File: src/rtl/mac_accum_requant.sv
// mac_accum_requant
//   Accumulates a job of signed partial sums from the upstream 8-lane MAC,
//   adds a per-job bias, requantizes (round-half-up arithmetic shift, optional
//   ReLU, saturation) and hands out one signed int8 result per job.
//
// Ports
//   clk, rst_n              clock, asynchronous active-low reset
//   start                   begin a job (sampled in IDLE only)
//   cfg_len/bias/shift/relu job configuration, captured on accepted start
//   in_valid/in_ready       partial-sum beat handshake, in_psum payload
//   out_valid/out_ready     result handshake, out_data payload (int8)
//   busy                    high whenever a job is in flight
module mac_accum_requant #(
    parameter int PSUM_W = 20,
    parameter int ACC_W  = 32,
    parameter int LEN_W  = 12
) (
    input  logic                     clk,
    input  logic                     rst_n,
    input  logic                     start,
    input  logic [LEN_W-1:0]         cfg_len,
    input  logic signed [ACC_W-1:0]  cfg_bias,
    input  logic [4:0]               cfg_shift,
    input  logic                     cfg_relu,
    input  logic                     in_valid,
    input  logic signed [PSUM_W-1:0] in_psum,
    output logic                     in_ready,
    output logic                     out_valid,
    output logic signed [7:0]        out_data,
    input  logic                     out_ready,
    output logic                     busy
);

    // The accumulator is sized so that the longest job cannot overflow it.
    if (PSUM_W + LEN_W > ACC_W) begin : g_width_check
        $error("mac_accum_requant: PSUM_W + LEN_W must not exceed ACC_W");
    end

    localparam int EXT_W = ACC_W + 2;

    typedef enum logic [1:0] {
        S_IDLE  = 2'd0,
        S_ACCUM = 2'd1,
        S_QUANT = 2'd2,
        S_OUT   = 2'd3
    } state_e;

    state_e                    state_q, state_d;
    logic signed [ACC_W-1:0]   acc_q, acc_d;
    logic [LEN_W-1:0]          count_q, count_d;
    logic [LEN_W-1:0]          len_q, len_d;
    logic signed [ACC_W-1:0]   bias_q, bias_d;
    logic [4:0]                shift_q, shift_d;
    logic                      relu_q, relu_d;
    logic signed [7:0]         out_data_q, out_data_d;

    logic signed [ACC_W-1:0]   psum_ext;
    logic [LEN_W-1:0]          count_inc;
    logic signed [EXT_W-1:0]   rnd;
    logic signed [EXT_W-1:0]   sum_ext;
    logic signed [EXT_W-1:0]   shifted;
    logic signed [EXT_W-1:0]   clipped;

    assign psum_ext  = {{(ACC_W-PSUM_W){in_psum[PSUM_W-1]}}, in_psum};
    assign count_inc = count_q + LEN_W'(1);

    // Requantization datapath. Two guard bits above ACC_W keep acc + bias +
    // rounding constant from wrapping before the shift.
    always_comb begin
        // NOTE: every combinational variable gets a default before any branch,
        // so no path leaves it unassigned and no latch is inferred.
        rnd = '0;
        if (shift_q != 5'd0) begin
            rnd[shift_q - 5'd1] = 1'b1;
        end
        sum_ext = {{2{acc_q[ACC_W-1]}}, acc_q} + {{2{bias_q[ACC_W-1]}}, bias_q} + rnd;
        shifted = sum_ext >>> shift_q;
        clipped = shifted;
        if (relu_q && clipped < 0) begin
            clipped = '0;
        end
        if (clipped > 127) begin
            clipped = EXT_W'(127);
        end else if (clipped < -128) begin
            clipped = -EXT_W'(128);
        end
    end

    always_comb begin
        state_d    = state_q;
        acc_d      = acc_q;
        count_d    = count_q;
        len_d      = len_q;
        bias_d     = bias_q;
        shift_d    = shift_q;
        relu_d     = relu_q;
        out_data_d = out_data_q;

        case (state_q)
            S_IDLE: begin
                if (start) begin
                    len_d   = cfg_len;
                    bias_d  = cfg_bias;
                    shift_d = cfg_shift;
                    relu_d  = cfg_relu;
                    acc_d   = '0;
                    count_d = '0;
                    // An empty job still produces bias-only output.
                    state_d = (cfg_len != '0) ? S_ACCUM : S_QUANT;
                end
            end
            S_ACCUM: begin
                // in_ready is constant 1 here, so in_valid alone marks a beat.
                if (in_valid) begin
                    acc_d   = acc_q + psum_ext;
                    count_d = count_inc;
                    if (count_inc == len_q) begin
                        state_d = S_QUANT;
                    end
                end
            end
            S_QUANT: begin
                out_data_d = clipped[7:0];
                state_d    = S_OUT;
            end
            S_OUT: begin
                if (out_ready) begin
                    state_d = S_IDLE;
                end
            end
            default: state_d = S_IDLE;
        endcase
    end

    // NOTE: sequential state uses non-blocking assignments only, so every flop
    // samples the pre-edge values regardless of statement order.
    always_ff @(posedge clk or negedge rst_n) begin
        if (!rst_n) begin
            state_q    <= S_IDLE;
            acc_q      <= '0;
            count_q    <= '0;
            len_q      <= '0;
            bias_q     <= '0;
            shift_q    <= '0;
            relu_q     <= 1'b0;
            out_data_q <= '0;
        end else begin
            state_q    <= state_d;
            acc_q      <= acc_d;
            count_q    <= count_d;
            len_q      <= len_d;
            bias_q     <= bias_d;
            shift_q    <= shift_d;
            relu_q     <= relu_d;
            out_data_q <= out_data_d;
        end
    end

    assign in_ready  = (state_q == S_ACCUM);
    assign out_valid = (state_q == S_OUT);
    assign out_data  = out_data_q;
    assign busy      = (state_q != S_IDLE);

endmodule

File: config.mk
export PLATFORM = sky130hd
export DESIGN_NAME = mac_accum_requant
export DESIGN_NICKNAME = d
export VERILOG_FILES = /design/src/rtl/mac_accum_requant.sv
export SDC_FILE = /design/constraint.sdc
export NUM_CORES = 1
export LEC_CHECK = 0
export BUFFER_PORTS_ARGS = -buffer_cell sky130_fd_sc_hd__clkbuf_2
export CORE_MARGIN = 2
export CORE_UTILIZATION = 43
export CTS_CLUSTER_SIZE = 12
export DETAILED_ROUTE_END_ITERATION = 10
export PLACE_DENSITY = 0.58
export SLEW_MARGIN = 30
export SYNTH_ARGS = -nofsm -noshare
export SYNTH_HDL_FRONTEND = slang
export SYNTH_SLANG_ARGS = --single-unit
export TNS_END_PERCENT = 20
File: constraint.sdc
create_clock -name clk -period 7.1 [get_ports clk]
set_input_delay 0.71 -clock clk [delete_from_list [all_inputs] [get_ports clk]]
set_output_delay 0.71 -clock clk [all_outputs]
set_load 0.02 [all_outputs]
==> qor.json, run 1 <==
{
  "synthesis": {
    "synth_seq_area_share_pct": 21.69,
    "synth_enable_flop_cells": 0,
    "syn_std_cell_area_sq_um": 12000,
    "synth_nets": 1685,
    "synthesis.yosys.warnings": 0,
    "synth_seq_cells": 104,
    "post_synth_inst_count": 1506,
    "yosys_most_used_dff": "sky130_fd_sc_hd__dfrtp_1",
    "synthDistinctLibCells": 89,
    "mapped_avg_cell_area_sq_um": 7.966,
    "synth-async-reset-ratio_pct": 100.0
  },
  "timing": {
    "timing_worst_slew_pin_value_ns": 0.7981,
    "timing.final.setup_violations": 0,
    "final.period_utilization_pct": 94.97,
    "finalHoldViolations": 0,
    "fin_worst_skew_ns": 0.008760,
    "max_freq_mhz": 148.3,
    "fin_crit_ns": 6.743,
    "setup_tns_ns": 0,
    "maxSlewHeadroom_pct": 46.41,
    "finalMaxSlewViolations": 0
  },
  "detailed_routing": {
    "detailroute.via_count": 11630,
    "drt-pass1-iter-count": 5,
    "dr_wl_met3_um": 1181,
    "met2_length_um": 17050,
    "antenna_left": 0,
    "drt-wirelength-per-cell_um": 18.19,
    "wl_met1_um": 16690,
    "drt_wl_total_um": 35790,
    "routed_via_density": 5.915,
    "route.detailed.drc": 0,
    "first_iter_violations": 701,
    "topmost_layer_with_routed_signal_wires": "met4"
  },
  "floorplan": {
    "io_pins": 86,
    "die_w_um": 171.0,
    "floorplan.initialDensity_pct": 43.42,
    "floorplan.core_area_sq_um": 27630,
    "floorplan.die_area_sq_um": 29250,
    "number_of_core_rows": 61,
    "die_y_um": 171.0
  },
  "global_routing": {
    "first_global_vias": 11280,
    "grt_max_degree": 63,
    "grt.overflow.total": 0,
    "grtUsageTotal_pct": 24.82,
    "global_route_wire_length_before_repair_um": 58230,
    "grt_antenna_before_repair": 0
  },
  "clock_tree": {
    "htreeDepth": 3,
    "cts-root-to-sink-buffers": 2,
    "cts_root_buffer": "sky130_fd_sc_hd__clkbuf_16",
    "cts_inserted_buffers": 9,
    "clk-insertion-delay-late_ns": 0.36,
    "worst_setup_hold_path_clk_slew_ns": 0.07,
    "cts.hold.buffers_added": 0,
    "clkSinkCount": 104,
    "tritoncts": "built"
  },
  "placement": {
    "place.gp.congestion": 0.9135,
    "place.detailed.instances": 1950,
    "buffer_ports.inserted": 85,
    "placedInstanceArea_sq_um": 13040,
    "hpwl_um": 27890
  },
  "finish": {
    "stdcell_area_sq_um": 13490,
    "area_delta_synth_final_pct": 12.42,
    "final_cell_count_no_fill": 1967,
    "num_antenna_cells": 0,
    "finalCoreUtilization_pct": 48.81,
    "finalNetCount": 1764,
    "final.fill_count": 2794,
    "layout.cells.most_common": "sky130_fd_sc_hd__nor2_1",
    "post_route_cells_drive_above_1_share_pct": 18.00,
    "layout_common_cells": "sky130_fd_sc_hd__nor2_1 (145), sky130_fd_sc_hd__nand2_1 (142), sky130_fd_sc_hd__a21oi_1 (124)"
  },
  "run": {
    "maxCapViolations": 0
  },
  "setup_path": {
    "cpPeakStageDelay_ns": 0.52,
    "cpLargestDelayFamily": "compound AO/OA/AOI/OAI gates",
    "cp-start-kind": "flip-flop",
    "worst_path_max_delay_cell": "sky130_fd_sc_hd__o221ai_1",
    "timing_worst_setup_path_type": "flip-flop to flip-flop",
    "cp.required_ns": 7.34,
    "crit_buf_inv": 3,
    "worstPathMaxFanout": 7,
    "critPathCaptureType": "flip-flop",
    "critPathArrivalTime_ns": 6.99
  },
  "run_status": {
    "outcome": "finished, final reports clean"
  },
  "min_path": {
    "hold_path.class": "input pin to async pin"
  }
}
## cell families (layout without fill, tap and decap cells)
logic type	after synthesis	in the layout	share of synthesized area [%]
adder cells (fa/ha/maj)	104	104	11.03
XOR/XNOR	104	104	7.718
AND/OR/NAND/NOR	500	500	19.65
buffers and inverters	119	202	3.838
AO/OA/AOI/OAI	479	479	26.59
flip-flops	104	104	21.69
multiplexers	95	95	9.449
other	1	1	0.03126
## stage by stage
stage / setup WS (ns) / hold slack [ns]
2_1_floorplan: 0.7870 / 0.4144
3_3_place_gp: 0.1397 / 0.4613
3_5_place_dp: 0.1023 / 0.4746
4_1_cts: 0.07652 / 0.4478
5_1_grt: -0.02164 / 0.4852
6_report: 0.3572 / 0.4206
## synth_stat cells, types with 11 or more instances
library cell               instances  area, sq um
sky130_fd_sc_hd__nor2_1          147        551.8
sky130_fd_sc_hd__nand2_1         143        536.8
sky130_fd_sc_hd__a21oi_1         130        650.6
sky130_fd_sc_hd__dfrtp_1         104         2603
sky130_fd_sc_hd__ha_1            101         1264
sky130_fd_sc_hd__o21ai_0          95        475.5
sky130_fd_sc_hd__xnor2_1          62        543.0
sky130_fd_sc_hd__clkbuf_1         56        210.2
sky130_fd_sc_hd__mux2_2           56        630.6
sky130_fd_sc_hd__nor3_1           40        200.2
sky130_fd_sc_hd__xor2_1           40        350.3
sky130_fd_sc_hd__inv_1            39        146.4
sky130_fd_sc_hd__nand3_1          39        195.2
sky130_fd_sc_hd__a21o_1           36        270.3
sky130_fd_sc_hd__a211oi_1         31        232.7
sky130_fd_sc_hd__mux2i_1          30        300.3
sky130_fd_sc_hd__nand4_1          22        137.6
sky130_fd_sc_hd__and3_1           20        125.1
sky130_fd_sc_hd__o211ai_1         20        150.1
sky130_fd_sc_hd__o21bai_1         20        150.1
sky130_fd_sc_hd__nor4_1           18        112.6
sky130_fd_sc_hd__a31oi_1          16        100.1
sky130_fd_sc_hd__buf_1            16        60.06
sky130_fd_sc_hd__o21a_1           16        120.1
sky130_fd_sc_hd__nand2b_1         15        93.84
sky130_fd_sc_hd__nor2b_1          11        68.82
sky130_fd_sc_hd__o31ai_1          11        82.58
## area by class of cell
type                            count  area [sq um]  area share (%)
Multi-Input combinational cell   1283          9079           67.32
Sequential cell                   104          2603           19.30
Timing Repair Buffer              146         885.9           6.568
Tap cell                          378         473.0           3.507
Clock buffer                       10         229.0           1.698
Inverter                           41         153.9           1.141
Clock inverter                      5         63.81          0.4731
## flip-flops by register name, indices dropped and copies added (netlist names)
name / cells
acc_q: 32
bias_q: 32
count_q: 12
len_q: 12
out_data: 8
shift_q: 5
state_q: 2
relu_q: 1
## final timing paths
kind	from	endpoint	slack (ns)	depth (start not counted)
max	acc_q[0]$_DFFE_PN0P_	out_data[0]$_DFFE_PN0P_	0.36	31
min	rst_n	shift_q[1]$_DFFE_PN0P_	0.42	1
max reg2reg	acc_q[0]$_DFFE_PN0P_	out_data[0]$_DFFE_PN0P_	0.36	31
min reg2reg	out_data[7]$_DFFE_PN0P_	out_data[7]$_DFFE_PN0P_	0.49	1
max in group asynchronous	rst_n	bias_q[17]$_DFFE_PN0P_	5.61	2
min in group clk	out_data[7]$_DFFE_PN0P_	out_data[7]$_DFFE_PN0P_	0.49	1
## routing by layer
layer / up-vias / global-route usage [%]
met5: - / 0
met4: 0 / 7.443
met3: 60 / 2.799
met2: 293 / 42.64
met1: 5521 / 32.72
li1: 5760 / -
## repair_timing
| action | 4_1_cts | 5_1_grt |
|---|---|---|
| gates resized for setup | 0 | 34 |
| endpoints found under the setup margin | 0 | 7 |
| buffers inserted | 0 | 2 |
Power of run 1 is left out: the tool's default activity adds up to more than one toggle a clock period on the data nets, which glitch-free logic cannot reach.
==> inputs of run 2 (changes only) <==
--- a/config.mk
+++ b/config.mk
@@ -10,7 +10,7 @@
 export CORE_UTILIZATION = 43
 export CTS_CLUSTER_SIZE = 12
 export DETAILED_ROUTE_END_ITERATION = 10
-export PLACE_DENSITY = 0.58
+export SETUP_SLACK_MARGIN = 0.5
 export SLEW_MARGIN = 30
 export SYNTH_ARGS = -nofsm -noshare
 export SYNTH_HDL_FRONTEND = slang
==> run 2 against run 1 <==
Utilization increased by 2.8 points. Critical path depth decreased by 2. Die area unchanged. Highest routed layer unchanged. Wire length increased by 4.7%. Non-clock buffer count increased by 32. Register-to-register slack improved by 0.26 ns. Sequential share of layout area decreased by 1.0 points. Largest cell class unchanged. First-iteration DRC count increased by 40%.
==> qor.json, run 2 (same netlist as run 1, synthesis figures left out) <==
{
  "finish": {
    "finalNetCount": 1796,
    "final.fill_count": 2737,
    "final_cell_count_no_fill": 2000,
    "post_route_cells_drive_above_1_share_pct": 24.41,
    "area_delta_synth_final_pct": 18.84,
    "biggestRegsByFlops": "acc_q (32), bias_q (32)",
    "layout_common_cells": "sky130_fd_sc_hd__nand2_1 (138), sky130_fd_sc_hd__nor2_1 (138), sky130_fd_sc_hd__a21oi_1 (116)",
    "num_antenna_cells": 0
  },
  "min_path": {
    "hold_path.class": "input pin to async pin"
  },
  "floorplan": {
    "floorplan.die_area_sq_um": 29250,
    "number_of_core_rows": 61,
    "floorplan.initialDensity_pct": 43.42,
    "io_pins": 86,
    "floorplan.core_area_sq_um": 27630,
    "die_y_um": 171.0,
    "die_w_um": 171.0
  },
  "setup_path": {
    "cpPeakStageDelay_ns": 0.50,
    "worst_path_max_delay_cell": "sky130_fd_sc_hd__mux4_2",
    "critPathArrivalTime_ns": 6.75,
    "cp-start-kind": "flip-flop",
    "worstPathMaxFanout": 7,
    "timing_worst_setup_path_type": "flip-flop to flip-flop",
    "cp.required_ns": 7.37,
    "critPathCaptureType": "flip-flop"
  },
  "clock_tree": {
    "clkSinkCount": 104,
    "cts.hold.buffers_added": 0,
    "tritoncts": "built",
    "worst_setup_hold_path_clk_slew_ns": 0.07,
    "clk-insertion-delay-late_ns": 0.38,
    "cts_root_buffer": "sky130_fd_sc_hd__clkbuf_16",
    "cts-root-to-sink-buffers": 2,
    "htreeDepth": 3,
    "cts_inserted_buffers": 9
  },
  "placement": {
    "place.gp.congestion": 0.9640,
    "hpwl_um": 27680,
    "place.detailed.instances": 1940,
    "place_ws_ns": 0.07633,
    "buffer_ports.inserted": 85
  },
  "detailed_routing": {
    "routed_via_density": 5.964,
    "route.detailed.drc": 0,
    "drt-wirelength-per-cell_um": 18.74,
    "drt-pass1-iter-count": 5,
    "first_iter_violations": 980,
    "detailroute.via_count": 11930,
    "antenna_left": 0,
    "drt_wl_total_um": 37480
  },
  "global_routing": {
    "first_global_vias": 11300,
    "grt_antenna_before_repair": 0,
    "grtUsageTotal_pct": 25.38,
    "global_route_wire_length_before_repair_um": 59240,
    "grt_max_degree": 80,
    "grt.overflow.total": 0
  },
  "timing": {
    "finalHoldViolations": 0,
    "rsz0062_at_grt": "yes",
    "max_freq_mhz": 154.3,
    "timing_worst_slew_pin_value_ns": 0.9851,
    "fin_worst_skew_ns": 0.01334,
    "maxSlewHeadroom_pct": 33.85,
    "fin_crit_ns": 6.480,
    "final_critical_path_setup_slack_ns": 0.6200,
    "final.period_utilization_pct": 91.27,
    "setup_tns_ns": 0,
    "timing.final.setup_violations": 0,
    "finalMaxSlewViolations": 0
  },
  "run_status": {
    "outcome": "finished, final reports clean"
  },
  "run": {
    "maxCapViolations": 0
  }
}
==> run 2: cell types whose count changed in the layout (fill, tap and decap cells not counted), sizes merged <==
| cell | delta |
|---|---|
| buf | +31 |
| clkinvlp | -1 |
| clkinv | +3 |
| clkbuf | +1 |
| bufinv | -1 |
==> run 2: metrics by stage <==
stage	utilization, %	hold WS [ns]	instance area [sq um]
floorplan	-	0.4144	12000
global placement	46.96	0.4637	12970
detailed placement	46.97	0.4760	12980
CTS	48.43	0.2607	13380
global route	51.60	0.2713	14260
finish	51.60	0.2539	14260
==> run 2: final cells by class <==
cell class	count	area (sq um)	area share (%)
repair buffers	178	1151	8.074
clock inverters	6	62.56	0.4388
well taps	378	473.0	3.318
flip-flops and latches	104	2604	18.26
inverters	41	153.9	1.080
multi-input cells	1283	9583	67.22
clock buffers	10	229.0	1.606
==> run 2: worst paths after layout <==
check | startpoint | to | slack, ns | depth (start not counted)
worst max register to register | acc_q[0]$_DFFE_PN0P_ | out_data[6]$_DFFE_PN0P_ | 0.62 | 29
worst min register to register | out_data[7]$_DFFE_PN0P_ | out_data[7]$_DFFE_PN0P_ | 0.50 | 1
min in group clk | out_data[7]$_DFFE_PN0P_ | out_data[7]$_DFFE_PN0P_ | 0.50 | 1
max in group asynchronous | rst_n | acc_q[23]$_DFFE_PN0P_ | 5.82 | 2
worst min-delay path | rst_n | relu_q$_DFFE_PN0P_ | 0.25 | 1
worst max-delay path | acc_q[0]$_DFFE_PN0P_ | out_data[6]$_DFFE_PN0P_ | 0.62 | 29
==> run 2: worst max-delay path: cells and delay by family (launching register included) <==
kind | cells | cell delay, ns
fa+ha+maj | 3 | 0.76
buf+inv | 4 | 0.49
simple gates | 5 | 1.19
xor+xnor | 1 | 0.15
compound gates | 15 | 2.90
flops | 1 | 0.36
mux | 1 | 0.50
==> run 2: metal layers <==
layer / GRT usage (%) / vias to the layer above / part of all wire, %
li1: - / 5832 / -
met1: 33.54 / 5710 / 46
met2: 42.44 / 305 / 47
met3: 3.007 / 81 / 4.1
met4: 9.654 / 0 / 3.2
met5: 0 / - / 0
==> run 2: timing repair <==
action                                  in CTS  in global routing
buffers inserted                             4                 40
endpoints found under the setup margin       7                  7
pin swaps                                    8                 68
gates resized for setup                     23                120
Power of run 2 is left out for the same reason.
